File: config.mk
export PLATFORM = sky130hd
export DESIGN_NAME = ball_mover
export DESIGN_NICKNAME = d
export VERILOG_FILES = /design/src/rtl/ball_mover.sv
export SDC_FILE = /design/constraint.sdc
export NUM_CORES = 1
export LEC_CHECK = 0
export ABC_AREA = 1
export ABC_CLOCK_PERIOD_IN_PS = 10600
export BUFFER_PORTS_ARGS = -buffer_cell sky130_fd_sc_hd__clkbuf_2
export CORE_ASPECT_RATIO = 1.4
export CORE_MARGIN = 5
export CORE_UTILIZATION = 50
export DETAILED_ROUTE_END_ITERATION = 8
export PLACE_DENSITY_LB_ADDON = 0.05
export SYNTH_ARGS = -nofsm -noshare
export SYNTH_HDL_FRONTEND = slang
export SYNTH_SLANG_ARGS = --single-unit
File: constraint.sdc
create_clock -name frame_clk -period 10.6 [get_ports frame_clk]
set_input_delay 1.59 -clock frame_clk [delete_from_list [all_inputs] [get_ports frame_clk]]
set_output_delay 1.59 -clock frame_clk [all_outputs]
set_load 0.005 [all_outputs]
File: src/rtl/ball_mover.sv
// Ball position/motion controller for a frame-rate playfield.
// Three-state FSM (PARKED / MOVING / PAUSED) driven by HID keycodes.
// Wall limits are applied per axis with bounce or clamp behaviour.
// A launch edge out of PARKED or PAUSED also takes the first motion step
// on that same edge.
module ball_mover #(
  parameter int W         = 10,
  parameter int X_CENTER  = 320,
  parameter int Y_CENTER  = 240,
  parameter int X_MIN     = 0,
  parameter int X_MAX     = 639,
  parameter int Y_MIN     = 0,
  parameter int Y_MAX     = 479,
  parameter int SIZE      = 4,
  parameter int STEP      = 1,
  parameter int WALL_MODE = 0
) (
  input  logic         frame_clk,
  input  logic         Reset,
  input  logic [7:0]   keycode,
  output logic [W-1:0] BallX,
  output logic [W-1:0] BallY,
  output logic [W-1:0] BallS,
  output logic         moving,
  output logic         bounce
);

  localparam logic [7:0] K_LAUNCH = 8'h2C;
  localparam logic [7:0] K_PARK   = 8'h29;
  localparam logic [7:0] K_LEFT   = 8'h04;
  localparam logic [7:0] K_RIGHT  = 8'h07;
  localparam logic [7:0] K_DOWN   = 8'h16;
  localparam logic [7:0] K_UP     = 8'h1A;

  localparam logic signed [W-1:0] M_POS  = W'(STEP);
  localparam logic signed [W-1:0] M_NEG  = -M_POS;
  localparam logic signed [W-1:0] M_ZERO = '0;

  localparam logic [W-1:0] P_XC = W'(X_CENTER);
  localparam logic [W-1:0] P_YC = W'(Y_CENTER);

  localparam logic signed [W:0] L_XMIN = (W+1)'(X_MIN);
  localparam logic signed [W:0] L_XMAX = (W+1)'(X_MAX);
  localparam logic signed [W:0] L_YMIN = (W+1)'(Y_MIN);
  localparam logic signed [W:0] L_YMAX = (W+1)'(Y_MAX);
  localparam logic signed [W:0] L_SIZE = (W+1)'(SIZE);

  typedef enum logic [1:0] {S_PARKED, S_MOVING, S_PAUSED} state_t;

  typedef struct packed {
    logic [W-1:0] pos;
    logic [W-1:0] mot;
    logic         hit;
  } axis_t;

  // One axis step: candidate = pos + motion in W+1 signed bits, then wall limit.
  function automatic axis_t limit_axis(input logic [W-1:0]        pos,
                                       input logic signed [W-1:0] mot,
                                       input logic signed [W:0]   lo,
                                       input logic signed [W:0]   hi);
    logic signed [W:0] cand;
    logic signed [W:0] lim_pos;
    axis_t             res;
    cand    = $signed({1'b0, pos}) + $signed({mot[W-1], mot});
    lim_pos = cand;
    res.pos = cand[W-1:0];
    res.mot = mot;
    res.hit = 1'b0;
    if (cand + L_SIZE > hi) begin
      lim_pos = hi - L_SIZE;
      res.pos = lim_pos[W-1:0];
      res.mot = (WALL_MODE != 0) ? M_ZERO : M_NEG;
      res.hit = 1'b1;
    end else if (cand - L_SIZE < lo) begin
      lim_pos = lo + L_SIZE;
      res.pos = lim_pos[W-1:0];
      res.mot = (WALL_MODE != 0) ? M_ZERO : M_POS;
      res.hit = 1'b1;
    end
    return res;
  endfunction

  state_t              r_state;
  logic [W-1:0]        r_x;
  logic [W-1:0]        r_y;
  logic signed [W-1:0] r_mx;
  logic signed [W-1:0] r_my;
  logic [7:0]          r_prev_key;
  logic                r_moving;
  logic                r_bounce;

  logic                w_launch;
  logic signed [W-1:0] w_mx_next;
  logic signed [W-1:0] w_my_next;
  axis_t               w_ax;
  axis_t               w_ay;

  assign w_launch = (keycode == K_LAUNCH) && (r_prev_key != K_LAUNCH);

  // Motion for this step: launch default out of PARKED, stored otherwise, key override on top.
  always_comb begin
    w_mx_next = (r_state == S_PARKED) ? M_POS : r_mx;
    w_my_next = (r_state == S_PARKED) ? M_NEG : r_my;
    case (keycode)
      K_LEFT:  begin w_mx_next = M_NEG;  w_my_next = M_ZERO; end
      K_RIGHT: begin w_mx_next = M_POS;  w_my_next = M_ZERO; end
      K_DOWN:  begin w_mx_next = M_ZERO; w_my_next = M_POS;  end
      K_UP:    begin w_mx_next = M_ZERO; w_my_next = M_NEG;  end
      default: ;
    endcase
  end

  assign w_ax = limit_axis(r_x, w_mx_next, L_XMIN, L_XMAX);
  assign w_ay = limit_axis(r_y, w_my_next, L_YMIN, L_YMAX);

  // FSM, position/motion registers and registered status outputs.
  always_ff @(posedge frame_clk) begin
    if (Reset) begin
      r_state    <= S_PARKED;
      r_x        <= P_XC;
      r_y        <= P_YC;
      r_mx       <= M_ZERO;
      r_my       <= M_ZERO;
      r_prev_key <= 8'h00;
      r_moving   <= 1'b0;
      r_bounce   <= 1'b0;
    end else begin
      r_prev_key <= keycode;
      r_bounce   <= 1'b0;
      case (r_state)
        S_PARKED: begin
          r_x  <= P_XC;
          r_y  <= P_YC;
          r_mx <= M_ZERO;
          r_my <= M_ZERO;
          if (w_launch) begin
            r_state  <= S_MOVING;
            r_moving <= 1'b1;
            r_x      <= w_ax.pos;
            r_y      <= w_ay.pos;
            r_mx     <= w_ax.mot;
            r_my     <= w_ay.mot;
            r_bounce <= w_ax.hit | w_ay.hit;
          end
        end
        S_MOVING: begin
          if (w_launch) begin
            r_state  <= S_PAUSED;
            r_moving <= 1'b0;
          end else if (keycode == K_PARK) begin
            r_state  <= S_PARKED;
            r_moving <= 1'b0;
            r_x      <= P_XC;
            r_y      <= P_YC;
            r_mx     <= M_ZERO;
            r_my     <= M_ZERO;
          end else begin
            r_x      <= w_ax.pos;
            r_y      <= w_ay.pos;
            r_mx     <= w_ax.mot;
            r_my     <= w_ay.mot;
            r_bounce <= w_ax.hit | w_ay.hit;
          end
        end
        S_PAUSED: begin
          if (w_launch) begin
            r_state  <= S_MOVING;
            r_moving <= 1'b1;
            r_x      <= w_ax.pos;
            r_y      <= w_ay.pos;
            r_mx     <= w_ax.mot;
            r_my     <= w_ay.mot;
            r_bounce <= w_ax.hit | w_ay.hit;
          end else if (keycode == K_PARK) begin
            r_state  <= S_PARKED;
            r_x      <= P_XC;
            r_y      <= P_YC;
            r_mx     <= M_ZERO;
            r_my     <= M_ZERO;
          end
        end
        default: begin
          r_state  <= S_PARKED;
          r_moving <= 1'b0;
        end
      endcase
    end
  end

  assign BallX  = r_x;
  assign BallY  = r_y;
  assign BallS  = W'(SIZE);
  assign moving = r_moving;
  assign bounce = r_bounce;

endmodule

==> out/metrics.yaml, run 1 <==
status:
  outcome: "completed"
global_routing:
  grt_overflow: 0
  grt_pass1_wl_mm: 19.4
  grt_use_total: 0.211
  grt_pass1_vias: 4349
  grt_max_degree: 39
  antenna_found_initial: 0
logic_synthesis:
  seq_area_frac_synth: 0.228
  syn_inst: 772
  yosysWarnings: 0
  yosysTopAreaCellShare: 0.263
  post-synth-top-area-cell: "nand2_1"
  synth_area_sq_um: 4570
  synth_cell_type_count: 40
  ys_ff_latch: 52
  synth.area.top_cells: "nand2_1 (26%), dfxtp_1 (23%), inv_1 (8.4%)"
  syn-mean-instance-area_sq_um: 5.92
critical_path:
  slowest_delay_ns: 0.54
  cpLargestDelayFamily: "simple AND/OR/NAND/NOR gates"
  path_class: "input port to register"
  reg2reg_slack_ns: 5.94
  cp.arrival_ns: 5.45
  start_kind: "input port"
  critPathBufInv: 7
  cp.depth: 27
  worst-path-max-fanout: 21
  crit_start: "keycode[6]"
  rr_startpoint: "r_state[0]"
  critPathCapture: "bounce"
  crit_slowest_cell: "nand3_1"
  reg2reg_depth: 26
  cp_common_cell: "inv_1"
  cp.required_ns: 10.84
  endpoint_kind: "register"
  r2r-end: "bounce"
power_and_ir_drop:
  powerDensity_nw_per_um2: 84.6
  p_leak_nw: 2.78
  total_power_mw: 0.411
  ir_drop_v: 0.0000945
timing:
  fin_setup_tns_ns: 0
  fmax_mhz: 192
  finClkSkew_ns: 0.00629
  period_needed_ns: 5.21
  finalHoldViolCount: 0
  finalMaxSlewViolations: 0
  finalSetupViolCount: 0
  relSlewSlack: 0.464
  rsz0062_at_grt: "false"
  period_share: 0.491
  tightest_slew_ns: 0.801
detailed_routing:
  drtIter0Drc: 202
  vias: 4525
  via_per_inst: 5.02
  drtAntennaViolNets: 0
  drc: 0
  first_pass_iters: 5
  wire_per_inst_um: 12.9
  drt-total-wl_mm: 11.6
clock_tree:
  htreeDepth: 2
  cts_setup_buffers: 0
  post_cts_resize_count: 0
  numCtsBuffers: 5
  cts.sinks: 52
  clock_latency_ns: 0.29
  path_clk_slew_ns: 0.07
  cts_root_buffer: "clkbuf_16"
  ctsHoldBuffers: 0
  cts_tree: "done"
  cts.path.max_buffers: 2
placed_design:
  gp_congestion: 0.885
  dp_hpwl_mm: 9.26
  dpl-instance-area_sq_um: 4710
  portBuffers: 31
floorplan:
  die-area_sq_um: 11200
  rows: 41
  die_y_um: 123
  io_pins: 42
  die_w_um: 90.8
  core_sq_um: 8980
  start_util: 0.509
min_path:
  min_path_type: "register to register"
  hp-start: "r_mx[0]"
final_layout:
  antennaDiodeCount: 0
  fin_area_sq_um: 4850
  drive_gt1_frac: 0.121
  fin_nets: 831
  final_cell_mix: "nand2_1 (320), inv_1 (102), nand3_1 (60)"
  mostFrequentLayoutCell: "nand2_1"
  syn_to_final_growth_pct: 6.19
  final_core_util: 0.540
run:
  maxCapViolCount: 0
-- power breakdown --
part	total, mW	internal [mW]	switching, mW
combinational	0.0492	0.0152	0.0340
sequential	0.198	0.197	0.000683
clock	0.163	0.0882	0.0753
total	0.411	0.301	0.110
-- through the flow --
step,worst slack [ns],instances,hold WS [ns]
floorplan,6.02,780,0.418
global placement,5.22,893,0.432
detailed placement,5.12,893,0.436
CTS,5.42,901,0.454
global route,4.90,901,0.474
finish,5.39,901,0.450
-- worst reg2reg max path, delay by kind of cell, from the launching register on --
kind | cells | cell delay (ns)
AND/OR/NAND/NOR | 20 | 2.90
adder cells (fa/ha/maj) | 2 | 0.69
buffers and inverters | 4 | 0.67
flip-flops | 1 | 0.34
-- registers in the layout (all words and copies together), names as in the netlist --
signal / cells
bounce: 1
moving: 1
r_prev_key: 8
BallX: 10
r_mx: 10
r_state: 2
BallY: 10
r_my: 10
-- how the worst min path moves through the flow --
| stage | cells after the start | slack [ns] | to |
|---|---|---|---|
| 5_1_grt | 2 | 0.47 | r_mx[8] |
| 2_1_floorplan | 2 | 0.42 | r_mx[0] |
| 6_report | 2 | 0.45 | r_mx[0] |
| 3_5_place_dp | 2 | 0.44 | r_mx[0] |
| 4_1_cts | 2 | 0.45 | r_mx[0] |
| 3_3_place_gp | 2 | 0.43 | r_mx[0] |
-- cells in the mapped netlist (all sizes together) --
cell and n:
clkinv 1, nand4 14, xor2 3, a21oi 17, clkbuf 5, o21bai 1
o21ai 27, nand3 67, fa 2, conb 2, or2 6, xnor2 1
nor4 2, nand2 339, nor3 3, nor2 62, nand3b 1, dfxtp 52
inv 111, buf 22, o31ai 8, ha 26
-- cell type report --
class | instances | area (sq um)
clock buffer | 6 | 129
tap | 107 | 134
fill | 950 | 4130
inverter | 112 | 423
timing repair buffer | 33 | 170
sequential | 52 | 1040
multi-input combinational | 589 | 2940
clock inverter | 2 | 16.3
-- per-layer routing --
metal,part of all wire,vias up,global-route usage
met1,0.40,2008,0.217
met3,0.025,26,0.0237
met5,0,-,0
met4,0.037,0,0.0954
li1,-,2409,-
met2,0.53,82,0.420
-- logic make-up after synthesis --
kind of cell    after synthesis  synth area share
compound gates               53            0.0663
xor+xnor                      4            0.0126
fa+ha+maj                    28            0.0800
buf+inv                     139             0.136
flops                        52             0.228
other cells                   2           0.00164
simple gates                494             0.476
(Power assumes the default switching activity.)
==> run 2, diff against run 1 <==
--- a/config.mk
+++ b/config.mk
@@ -6,7 +6,7 @@
 export NUM_CORES = 1
 export LEC_CHECK = 0
 export ABC_AREA = 1
-export ABC_CLOCK_PERIOD_IN_PS = 10600
+export ABC_CLOCK_PERIOD_IN_PS = 4800
 export BUFFER_PORTS_ARGS = -buffer_cell sky130_fd_sc_hd__clkbuf_2
 export CORE_ASPECT_RATIO = 1.4
 export CORE_MARGIN = 5
==> constraint.sdc (replaced) <==
create_clock -name frame_clk -period 4.8 [get_ports frame_clk]
set_input_delay 0.72 -clock frame_clk [delete_from_list [all_inputs] [get_ports frame_clk]]
set_output_delay 0.72 -clock frame_clk [all_outputs]
set_load 0.005 [all_outputs]
==> run 2 against run 1 <==
  * First-iteration DRC count is 7.4% lower
  * Critical path depth is 4 lower
  * Register-to-register slack worse by 4.8 ns
  * Non-clock buffer count is 2 higher
  * Clock power is 120% higher
  * Utilization is 0.17 points higher
==> out/metrics.yaml, run 2 (synthesis results as in run 1) <==
status:
  outcome: "completed"  # unchanged
timing:
  fmax_mhz: 250
  fin_setup_tns_ns: 0  # unchanged
  finalMaxSlewViolations: 0  # unchanged
  finClkSkew_ns: 0.00876  # was 0.00629 ns
  tightest_slew_ns: 0.649  # was 0.801 ns
  rsz0062_at_grt: "false"  # unchanged
  relSlewSlack: 0.567  # was 0.464
  fin_ws_ns: 0.803  # was 5.39 ns
  finalHoldViolCount: 0  # unchanged
  finalSetupViolCount: 0  # unchanged
  period_needed_ns: 4.00
  period_share: 0.833
clock_tree:
  numCtsBuffers: 5  # unchanged
  post_cts_resize_count: 0  # unchanged
  htreeDepth: 2  # unchanged
  path_clk_slew_ns: 0.07  # about the same
  cts.path.max_buffers: 2  # unchanged
  ctsHoldBuffers: 0  # unchanged
  cts_setup_buffers: 0  # unchanged
  cts_tree: "done"  # unchanged
  clock_latency_ns: 0.30  # was 0.29 ns
  cts_root_buffer: "clkbuf_16"  # unchanged
  cts.sinks: 52  # unchanged
power_and_ir_drop:
  powerDensity_nw_per_um2: 187  # was 84.6 nW/um^2
  ir_drop_v: 0.000230  # was 0.0000945 V
  p_leak_nw: 2.79  # was 2.78 nW
global_routing:
  grt_use_met3: 0.0219  # was 0.0237
  grt_overflow: 0  # unchanged
  top_usage_layer: "met2"  # unchanged
  antenna_found_initial: 0  # unchanged
  met1_usage: 0.221  # was 0.217
  grt_pass1_vias: 4283  # was 4349
  grt_use_met2: 0.429  # was 0.420
  grt_max_degree: 39  # unchanged
  grt_pass1_wl_mm: 19.5  # was 19.4 mm
  grt_use_total: 0.212  # was 0.211
floorplan:
  core_sq_um: 8980  # unchanged
  start_util: 0.509  # unchanged
  io_pins: 42  # unchanged
  die_w_um: 90.8  # unchanged
  die-area_sq_um: 11200  # unchanged
  rows: 41  # unchanged
  die_y_um: 123  # unchanged
critical_path:
  crit_slowest_cell: "xor2_2"  # was nand3_1
  cpLargestDelayFamily: "simple AND/OR/NAND/NOR gates"  # unchanged
  start_kind: "input port"  # unchanged
  path_class: "input port to register"  # unchanged
  r2r-end: "BallX[3]"  # was bounce
  endpoint_kind: "register"  # unchanged
  reg2reg_depth: 21  # was 26
  crit_chain: "clkbuf_2 -> inv_1 -> nand3_1 -> nor2_2 -> nand2_4 -> nand2_4 -> o21ai_0 -> inv_1 -> ha_1 -> inv_1 -> fa_1 -> inv_2 -> nand2_1 -> nand2_1 -> nand3_1 -> nand3_1 -> nand2_1 -> nor2_1 -> nand3_2 -> xor2_2 -> o21ai_0 -> nand2_1 -> nand2_1"
  rr_startpoint: "r_state[1]"  # was r_state[0]
  critPathBufInv: 5  # was 7
  cp.required_ns: 5.00  # was 10.84 ns
  cp.arrival_ns: 4.19  # was 5.45 ns
  cp_common_cell: "nand2_1"  # was inv_1
  slowest_delay_ns: 0.54  # about the same
  reg2reg_slack_ns: 1.12  # was 5.94 ns
  worst-path-max-fanout: 15  # was 21
min_path:
  min_to: "r_mx[6]"  # was r_mx[0]
  min_path_type: "register to register"  # unchanged
  min_path_cells: 2  # unchanged
  hp-start: "r_mx[6]"  # was r_mx[0]
run:
  maxCapViolCount: 0  # unchanged
final_layout:
  final_cell_mix: "nand2_1 (320), inv_1 (102), nand3_1 (60)"  # unchanged
  drive_gt1_frac: 0.123  # was 0.121
  antennaDiodeCount: 0  # unchanged
  syn_to_final_growth_pct: 6.52  # was 6.19%
  fin_nets: 833  # was 831
  mostFrequentLayoutCell: "nand2_1"  # unchanged
detailed_routing:
  first_pass_iters: 5  # unchanged
  drc: 0  # unchanged
  vias: 4541  # was 4525
  drtAntennaViolNets: 0  # unchanged
  drtIter0Drc: 187  # was 202
  wire_per_inst_um: 12.9  # about the same
  via_per_inst: 5.03  # was 5.02
  drt-total-wl_mm: 11.6  # about the same
placed_design:
  post-place-ws_ns: 0.520  # was 5.12 ns
  gp_congestion: 0.871  # was 0.885
  dp_hpwl_mm: 9.32  # was 9.26 mm
  portBuffers: 31  # unchanged
## run 2: changes by cell type in the layout (fill, tap and decap cells not counted)
cell	delta
buf_4	+2
## run 2: final cells by class
cell class,instances,area (sq um)
inverter,112,423
multi-input combinational,589,2940
clock inverter,2,16.3
sequential,52,1040
fill,964,4110
clock buffer,6,129
timing repair buffer,35,185
tap,107,134
## run 2: routing by layer
metal / vias to the layer above / part of all wire
li1: 2414 / -
met3: 24 / 0.023
met1: 2034 / 0.40
met4: 0 / 0.030
met2: 69 / 0.55
met5: - / 0
## run 2: how the worst max path moves through the flow
stage	slack [ns]	end	startpoint	cells after the start
after CTS	0.81	BallX[3]	keycode[4]	23
after global placement	0.60	BallX[3]	keycode[7]	23
after global routing	0.39	BallX[4]	keycode[3]	28
final	0.80	BallX[3]	keycode[4]	23
after floorplan	1.09	BallX[4]	keycode[5]	28
after detailed placement	0.52	BallX[3]	keycode[4]	23
## run 2: worst register-to-register path: stages (launching register included)
cell and delay (ns):
dfxtp_1 0.39, nor2_1 0.06, buf_4 0.18, or2_2 0.28
o21ai_0 0.26, inv_1 0.08, ha_1 0.24, inv_1 0.08
fa_1 0.26, inv_2 0.05, nand2_1 0.05, nand2_1 0.08
nand3_1 0.17, nand2_1 0.10, nand2_1 0.07, nand2_1 0.11
nor2_1 0.16, nand3_2 0.11, xor2_2 0.54, o21ai_0 0.17
nand2_1 0.09, nand2_1 0.05
## run 2: power by group
part	total, mW	internal, mW	leakage, nW	switching (mW)
Combinational	0.109	0.0339	2.30	0.0747
Sequential	0.437	0.435	0.421	0.00140
Clock	0.362	0.195	0.0671	0.168
## run 2: metrics by stage
step	hold WS [ns]	instance area [sq um]	cells	total power, mW	utilization
4_1_cts	0.457	4870	903	0.915	0.542
6_report	0.453	4870	903	0.908	0.542
3_5_place_dp	0.443	4720	895	0.555	0.526
2_1_floorplan	0.418	4600	780	0.540	-
3_3_place_gp	0.435	4720	895	0.554	0.526
5_1_grt	0.467	4870	903	0.953	0.542
